`src/rtl/cpu_pkg.sv`:
```
// Shared CPU definitions: datapath widths, ABI register indices and the
// ID/EX pipeline register bundle used by the operand fetch stage.
package cpu_pkg;

   localparam int unsigned DATA_WIDTH = 32;
   localparam int unsigned ADDR_WIDTH = 5;

   // ABI register indices
   localparam int unsigned REG_ZERO = 0;
   localparam int unsigned REG_A0   = 10;

   // ID/EX pipeline register contents
   typedef struct packed {
      logic [DATA_WIDTH-1:0] op1;
      logic [DATA_WIDTH-1:0] op2;
      logic [DATA_WIDTH-1:0] store_data;
      logic [ADDR_WIDTH-1:0] rd;
      logic                  alu_ctrl;
      logic                  reg_write;
      logic                  valid;
   } id_ex_t;

endpackage

```
`src/rtl/reg_file.sv`:
```
// Architectural register file: 2**ADDR_WIDTH entries, entry 0 hard-wired to 0.
// Ports:
//   clk, rst             clock, asynchronous active-high reset (clears all entries)
//   wb_en/wb_addr/wb_data write-back port, written on rising clk
//   rs1/rs2 -> rd1/rd2   combinational reads with same-cycle write-back bypass
//   a0                   raw contents of entry A0_INDEX (no bypass)
module reg_file #(
   parameter int unsigned DATA_WIDTH = cpu_pkg::DATA_WIDTH,
   parameter int unsigned ADDR_WIDTH = cpu_pkg::ADDR_WIDTH,
   parameter int unsigned A0_INDEX   = cpu_pkg::REG_A0
) (
   input  logic                  clk,
   input  logic                  rst,
   input  logic                  wb_en,
   input  logic [ADDR_WIDTH-1:0] wb_addr,
   input  logic [DATA_WIDTH-1:0] wb_data,
   input  logic [ADDR_WIDTH-1:0] rs1,
   input  logic [ADDR_WIDTH-1:0] rs2,
   output logic [DATA_WIDTH-1:0] rd1,
   output logic [DATA_WIDTH-1:0] rd2,
   output logic [DATA_WIDTH-1:0] a0
);

   localparam int unsigned NUM_REGS = 1 << ADDR_WIDTH;
   localparam logic [ADDR_WIDTH-1:0] A0_IDX = ADDR_WIDTH'(A0_INDEX);

   logic [DATA_WIDTH-1:0] regs_q [NUM_REGS];
   logic                  wr_ok;

   // Writes to index 0 are discarded, so they never bypass either.
   assign wr_ok = wb_en && (wb_addr != '0);

   always_ff @(posedge clk or posedge rst) begin
      if (rst) begin
         for (int i = 0; i < NUM_REGS; i++) begin
            regs_q[i] <= '0;
         end
      end else if (wr_ok) begin
         regs_q[wb_addr] <= wb_data;
      end
   end

   always_comb begin
      rd1 = '0;
      rd2 = '0;
      if (rs1 != '0) begin
         rd1 = (wr_ok && (wb_addr == rs1)) ? wb_data : regs_q[rs1];
      end
      if (rs2 != '0) begin
         rd2 = (wr_ok && (wb_addr == rs2)) ? wb_data : regs_q[rs2];
      end
   end

   assign a0 = regs_q[A0_IDX];

endmodule

```
`src/rtl/operand_fetch_stage.sv`:
```
// Decode-to-execute stage: reads two operands from the register file (with
// write-back bypass), selects register or immediate for operand 2, and holds
// the result in the ID/EX register with stall/flush/valid.
// Ports:
//   clk, rst                         clock, asynchronous active-high reset
//   in_valid, stall, flush           pipeline control (flush beats stall)
//   rs1, rs2, rd_in, imm, alu_src    decoded instruction fields
//   alu_ctrl_in, reg_write_in        control passed through to EX
//   wb_en, wb_addr, wb_data          register file write-back
//   ALUop1, ALUop2, ALUctrl          registered ALU inputs
//   store_data, rd_out, reg_write_out, out_valid  registered ID/EX state
//   a0                               debug view of register A0_INDEX
// DATA_WIDTH/ADDR_WIDTH must match cpu_pkg since id_ex_t is sized from it.
module operand_fetch_stage #(
   parameter int unsigned DATA_WIDTH = cpu_pkg::DATA_WIDTH,
   parameter int unsigned ADDR_WIDTH = cpu_pkg::ADDR_WIDTH,
   parameter int unsigned A0_INDEX   = cpu_pkg::REG_A0
) (
   input  logic                  clk,
   input  logic                  rst,
   input  logic                  in_valid,
   input  logic                  stall,
   input  logic                  flush,
   input  logic [ADDR_WIDTH-1:0] rs1,
   input  logic [ADDR_WIDTH-1:0] rs2,
   input  logic [ADDR_WIDTH-1:0] rd_in,
   input  logic [DATA_WIDTH-1:0] imm,
   input  logic                  alu_src,
   input  logic                  alu_ctrl_in,
   input  logic                  reg_write_in,
   input  logic                  wb_en,
   input  logic [ADDR_WIDTH-1:0] wb_addr,
   input  logic [DATA_WIDTH-1:0] wb_data,
   output logic [DATA_WIDTH-1:0] ALUop1,
   output logic [DATA_WIDTH-1:0] ALUop2,
   output logic                  ALUctrl,
   output logic [DATA_WIDTH-1:0] store_data,
   output logic [ADDR_WIDTH-1:0] rd_out,
   output logic                  reg_write_out,
   output logic                  out_valid,
   output logic [DATA_WIDTH-1:0] a0
);

   import cpu_pkg::*;

   logic [DATA_WIDTH-1:0] rs1_val;
   logic [DATA_WIDTH-1:0] rs2_val;
   id_ex_t                id_ex_d;
   id_ex_t                id_ex_q;

   reg_file #(
      .DATA_WIDTH (DATA_WIDTH),
      .ADDR_WIDTH (ADDR_WIDTH),
      .A0_INDEX   (A0_INDEX)
   ) u_reg_file (
      .clk     (clk),
      .rst     (rst),
      .wb_en   (wb_en),
      .wb_addr (wb_addr),
      .wb_data (wb_data),
      .rs1     (rs1),
      .rs2     (rs2),
      .rd1     (rs1_val),
      .rd2     (rs2_val),
      .a0      (a0)
   );

   always_comb begin
      id_ex_d = id_ex_q;
      if (flush) begin
         id_ex_d = '0;
      end else if (!stall) begin
         id_ex_d.op1        = rs1_val;
         id_ex_d.op2        = alu_src ? imm : rs2_val;
         id_ex_d.store_data = rs2_val;
         id_ex_d.rd         = rd_in;
         id_ex_d.alu_ctrl   = alu_ctrl_in;
         id_ex_d.reg_write  = reg_write_in & in_valid;
         id_ex_d.valid      = in_valid;
      end
   end

   always_ff @(posedge clk or posedge rst) begin
      if (rst) begin
         id_ex_q <= '0;
      end else begin
         id_ex_q <= id_ex_d;
      end
   end

   assign ALUop1        = id_ex_q.op1;
   assign ALUop2        = id_ex_q.op2;
   assign ALUctrl       = id_ex_q.alu_ctrl;
   assign store_data    = id_ex_q.store_data;
   assign rd_out        = id_ex_q.rd;
   assign reg_write_out = id_ex_q.reg_write;
   assign out_valid     = id_ex_q.valid;

endmodule

```
`config.mk`:
```
export PLATFORM = sky130hd
export DESIGN_NAME = operand_fetch_stage
export DESIGN_NICKNAME = d
export VERILOG_FILES = /design/src/rtl/cpu_pkg.sv /design/src/rtl/reg_file.sv /design/src/rtl/operand_fetch_stage.sv
export SDC_FILE = /design/constraint.sdc
export NUM_CORES = 2
export LEC_CHECK = 0
export BUFFER_PORTS_ARGS = -buffer_cell sky130_fd_sc_hd__buf_4
export CELL_PAD_IN_SITES_DETAIL_PLACEMENT = 1
export CELL_PAD_IN_SITES_GLOBAL_PLACEMENT = 2
export CORE_UTILIZATION = 46
export CTS_CLUSTER_DIAMETER = 60
export CTS_CLUSTER_SIZE = 10
export DETAILED_ROUTE_END_ITERATION = 7
export HOLD_SLACK_MARGIN = 0.12
export PLACE_DENSITY = 0.83
export SLEW_MARGIN = 20
export SYNTH_ARGS = -nofsm -noshare
export SYNTH_HDL_FRONTEND = slang
export SYNTH_HIERARCHICAL = 1
export SYNTH_SLANG_ARGS = --single-unit
```
`constraint.sdc`:
```
create_clock -name clk -period 49 [get_ports clk]
set_input_delay 7.35 -clock clk [delete_from_list [all_inputs] [get_ports clk]]
set_output_delay 7.35 -clock clk [all_outputs]
set_load 0.02 [all_outputs]
```
======== After elaboration in Yosys (flattened, before gate mapping) ========
Index checks and enable logic that the tools add are counted.
word-level totals
  word-level logic and storage cells ...... 73
  output and inout port bits .............. 136
  input port bits ......................... 93
  register bits ........................... 1128
operators by class
  bitwise operators ....................... 4
  mux-type cells .......................... 16
  reduce and logical (&&, ||, !) cells .... 7
  eq/ne operators ......................... 3
  $lt $le $gt $ge ......................... 4
operators with widths
  kind                                                                           number
  1024-bit bitwise mux                                                           1
  32-bit binary-select mux with 5-bit select                                     2
  32-bit 2-to-1 mux                                                              10
  104-bit 2-to-1 mux                                                             2
  32-bit demux with 5-bit select                                                 1
  6-bit greater-or-equal comparator (second input constant)                      3
  5-bit NOT with 6-bit output                                                    3
  5-bit nonzero test                                                             3
  5-bit equality test                                                            2
  6-bit by 1-bit less-than comparator with 1-bit output (second input constant)  1
  1-bit logical AND                                                              4
  2-bit by 1-bit inequality test with 1-bit output (second input constant)       1
  1-bit AND                                                                      1

======== Longest topological paths before layout ========
  depth in word-level cells ............... 9
  depth in mapped cells ................... 12
  gate-level depth less buffers ........... 7

======== Cells and area by module ========
Netlist, hierarchy kept.
by module, submodules not included
  module               area an instance (um2)  cells an instance  seq. area each (um2)  instances
  reg_file             55694.7                 3906               25624.6               1
  operand_fetch_stage  4614.4                  378                2602.5                1

======== Least setup slack after synthesis ========
OpenSTA, ideal clock, no wires.
  kind .................................... in2reg
  start point ............................. input rs2[0]
  end point ............................... register id_ex_q (netlist bit ALUop2[29])
  stages .................................. 9
  required time ........................... 48.863 ns
  arrival time ............................ 9.220 ns
  buffers on the path ..................... 3
  path slack .............................. 39.643 ns
  setup time .............................. 0.137 ns
  cells stage by stage .................... buf_4 -> buf_6 -> buf_2 -> mux4_2 -> a22oi_1 -> a21oi_1 -> a211o_1 -> mux2i_1 -> a211oi_2
between the ends
  longest elaborated chain between the ends .. 9
  elaborated cells between the ends (all ways) .. 12
  those cells by class .................... eq/ne (1); mux (8); bitwise (1); reduce/logical (2)
ends and longest elaborated chain
  what                                                   line                       RTL
  start, declared                                        operand_fetch_stage.sv:25  input logic [ADDR_WIDTH-1:0] rs2,
  5-bit NOT with 6-bit output (not written as such)      reg_file.sv:50             rd2 = (wr_ok && (wb_addr == rs2)) ? wb_data : regs_q[rs2];
  32-bit binary-select mux with 5-bit select             reg_file.sv:50
  32-bit 2-to-1 mux (not written as such) (2 in series)  reg_file.sv:50
  32-bit 2-to-1 mux                                      reg_file.sv:50
  32-bit 2-to-1 mux (*)                                  reg_file.sv:49             if (rs2 != '0) begin
  named net rs2_val[29]                                  operand_fetch_stage.sv:47  logic [DATA_WIDTH-1:0] rs2_val;
  32-bit 2-to-1 mux (*)                                  operand_fetch_stage.sv:74  id_ex_d.op2 = alu_src ? imm : rs2_val;
  104-bit 2-to-1 mux (*)                                 operand_fetch_stage.sv:72  end else if (!stall) begin
  104-bit 2-to-1 mux (*)                                 operand_fetch_stage.sv:70  if (flush) begin
  end signal, assigned                                   operand_fetch_stage.sv:87  id_ex_q <= id_ex_d;
  end, declared                                          operand_fetch_stage.sv:49  id_ex_t id_ex_q;
The timed path passes the listed nets; every way through them passes the cells marked *. The select of a mux whose other input is x is not followed.
A chain may end at the register's enable or synchronous reset.

======== Worst setup path in the final report ========
  start point ............................. input rs2[2]
  end point ............................... register id_ex_q (netlist bit ALUop2[30])
The elaborated chain is that of the path after synthesis.

==> summary.txt <==
Initial DRC count - 4,750
Post-DP HPWL - 131,000 microns
CTS Buf Count - 133
Post-Route WL - 219,000 microns
Rows - 132
Final Hold Fails - 0
Synthesized Nets - 4,377
Setup WS pre-CTS - 36.96 ns
Initial Util - 46.5%
Post-route cell area - 0.0664 sq mm
Post-route minimum period - 11.42 ns
Synth warn - 6
PD cells - 41.0 mW/mm^2
CP max stage delay - 0.89 ns
Slew HR - 24.0%
Net Sw Power - 0.000794 W
GRT Util Overall - 33.3%
Crit-path max FO - 62
Layout cells sized above 1 - 46.0%
Proportion of synthesized flip-flops having asynchronous set or reset - 100%
Core Util, Final - 51.2%
Yosys reg bits - 1,128
RSZ-0062 raised after global routing - false
Max VDD drop - 39.6 uV
# hold bufs at CTS - 0
Number of global-route vias before repair - 43,300
Worst-path cell chain - buf_6 -> buf_4 -> buf_4 -> nor2_2 -> a22o_1 -> a2111oi_0 -> a211oi_1 -> a21oi_1 -> mux2i_1 -> a211oi_1
Switch share - 29.1%
Routed Antenna Nets - 0
Drc violations - 0
CORE AREA - 0.130 sq mm
CTS tree - built
Cell at the slowest stage of the critical path - buf_4
Vias per cell - 6.94
Final Net Count - 4,339
Clock Tree Buf Depth - 3
Status - finished, final reports clean
Skew-Pair Late Insertion Delay - 0.79 ns
Gpl congestion - 0.867
Post-Synthesis Cell Area - 0.0603 sq mm
Setup Total Neg Slack - 0 ns
First-pass GRT wire length - 318,000 microns
Largest net degree at the start of global routing - 157
Vias post-DR - 41,800
Critical path data arrival time - 12.10 ns
Grt ovf - 0
Peak Freq - 87.6 MHz
Worst Path Class, Setup - in2reg
H-tree depth - 4
Post-CTS Setup Bufs - 0
EDFF count, synth - 0
Final WS setup - 37.58 ns
Comb pwr share - 21.2%
Mean routed wirelength per cell - 36.4 microns
Yosys cell types - 67
Layout Area Growth over Synthesis - 10.2%
Top-Level Pins - 229
Detailed Routing Iterations Pass 1 - 5
Initial antenna violation count - 7
Area post-placement - 0.0626 sq mm
Startpoint Class - primary input
Clk sinks - 1,128
Internal power - 0.00193 W
WP data required - 49.68 ns
Lkg Pwr - 29.5 nW
Worst-path clk slew - 0.05 ns
Post-synthesis sequential area ratio - 46.8%
Clock power frac - 33.6%
Mapped Cells - 4,284
DIE WIDTH - 364 microns
Post_cts resized - 0
Worst-Margin Slew - 1.14 ns
I/O Buffers - 228
Reg power frac - 45.2%
Max Cap Violations - 0
Ys flop type - dfrtp_1
Final setup fails - 0
Fill cells - 12,500
Crit end category - flop
Die area - 0.133 sq mm
Worst Skew - 0.0313 ns
Clock root buffer - clkbuf_16
Mapped Avg Cell Area - 14.1 sq um
Slew Limit Fails - 0
Die height - 364 microns
Fin crit share - 23.3%
Worst Hold Class - reg2reg
[per-layer routing]
layer	vias to the layer above	GRT usage [%]	routed length [microns]
met2	2250	49.4	97500
met4	12	13.3	8800
li1	16200	-	-
met5	-	0	96
met1	22800	46.6	90100
met3	468	8.81	22900
[area by class of cell]
class                      count  area [sq um]  share of cell area, %
tap                         1742          2180                   3.28
inverter                      11          51.3                 0.0772
clock inverter                11           173                  0.260
antenna                        4          10.0                 0.0151
timing repair buffer         329          2540                   3.83
sequential                  1128         28200                   42.5
multi-input combinational   2643         29600                   44.6
clock buffer                 155          3620                   5.45
[synth_stat cells (8+ instances only)]
cell / n / area [sq um]
dfrtp_1: 1128 / 28200
mux2_2: 1044 / 11800
mux4_2: 380 / 8560
mux2i_1: 361 / 3610
clkbuf_1: 217 / 815
nor2_1: 123 / 462
buf_2: 120 / 601
o21ai_0: 81 / 405
o22ai_1: 80 / 500
a211oi_1: 77 / 578
buf_4: 67 / 503
a21oi_1: 59 / 295
nor2b_1: 59 / 369
buf_1: 56 / 210
a221oi_1: 45 / 394
nand2_1: 38 / 143
nor3_1: 33 / 165
a22oi_1: 32 / 240
buf_6: 32 / 360
a221o_1: 28 / 280
a22o_1: 17 / 149
a2111oi_0: 14 / 123
nor3b_1: 14 / 105
nand2b_1: 13 / 81.3
o221ai_1: 13 / 114
o22a_1: 12 / 105
a211o_1: 11 / 96.3
o31ai_1: 9 / 67.6
o211ai_1: 8 / 60.1
[cell usage in the layout, fill, tap and decap left out, types with 6 or more instances in the layout]
master,netlist,routed
mux2i_1,361,361
o221ai_1,13,13
and2_1,6,6
mux4_2,380,380
a22o_1,17,17
nand2b_1,13,12
buf_4,67,318
a211oi_1,77,76
a21oi_1,59,59
nand2_1,38,23
nor2_4,0,12
o22a_1,12,12
nor3b_1,14,12
clkbuf_8,0,8
o31ai_1,9,9
nor4_1,7,6
nor2b_1,59,56
clkbuf_16,0,140
nand3b_1,7,7
xnor2_1,7,7
clkbuf_1,217,9
a2111oi_0,14,14
a211o_1,11,11
nor2_1,123,110
mux2_2,1044,1044
dfrtp_1,1128,1128
o22ai_1,80,80
nor3_1,33,32
o21ai_0,81,81
nand2_4,0,10
a221oi_1,45,45
a22oi_1,32,32
o211ai_1,8,8
a221o_1,28,28
a32o_1,6,6
[worst max-delay path, delay by kind of cell]
| kind | cells | cell delay, ns |
|---|---|---|
| multiplexers | 1 | 0.15 |
| buffers and inverters | 3 | 2.06 |
| AND/OR/NAND/NOR | 1 | 0.43 |
| AO/OA/AOI/OAI | 5 | 2.01 |
[power groups by stage]
stage | combinational (W) | clock (W) | sequential [W]
2_1_floorplan | 0.000422 | 0 | 0.00120
3_3_place_gp | 0.000553 | 0 | 0.00123
3_5_place_dp | 0.000568 | 0 | 0.00124
4_1_cts | 0.000573 | 0.000928 | 0.00123
5_1_grt | 0.000610 | 0.000960 | 0.00125
6_report | 0.000578 | 0.000915 | 0.00123
[cell families (layout without fill, tap and decap cells)]
group	count (synthesis)	count (layout)	synth area share (%)
other cells	0	4	0
simple gates	332	332	2.83
flops	1128	1128	46.8
xor+xnor	10	10	0.145
compound gates	515	515	6.08
buf+inv	513	506	4.44
mux	1786	1786	39.7
[state kept, by name, summed over array words and instances, names as in the netlist]
signal and flops:
ALUop1 32, u_reg_file/a0 32, reg_write_out 1, u_reg_file/regs_q 992, out_valid 1, rd_out 5, ALUop2 32, store_data 32
ALUctrl 1
[stage by stage]
| step | hold WS [ns] | cells | power, W |
|---|---|---|---|
| 2_1_floorplan | 0.441 | 4284 | 0.00162 |
| 3_3_place_gp | 0.378 | 5852 | 0.00178 |
| 3_5_place_dp | 0.384 | 5853 | 0.00181 |
| 4_1_cts | 0.397 | 6019 | 0.00273 |
| 5_1_grt | 0.409 | 6020 | 0.00282 |
| 6_report | 0.394 | 6023 | 0.00273 |
[final timing paths]
| check | cells after the start | to | slack (ns) | start |
|---|---|---|---|---|
| worst max-delay path | 10 | ALUop2[30] | 37.58 | rs2[2] |
| worst min-delay path | 0 | u_reg_file/regs_q[1015] | 0.39 | u_reg_file/regs_q[1015] |
| worst max register to register | 7 | ALUop2[2] | 46.15 | u_reg_file/regs_q[322] |
| worst min register to register | 0 | u_reg_file/regs_q[1015] | 0.39 | u_reg_file/regs_q[1015] |
| max in group asynchronous | 6 | u_reg_file/regs_q[1018] | 38.16 | rst |
| min in group asynchronous | 2 | rd_out[0] | 6.61 | rst |
No activity file was read; power rests on OpenSTA's default activity.
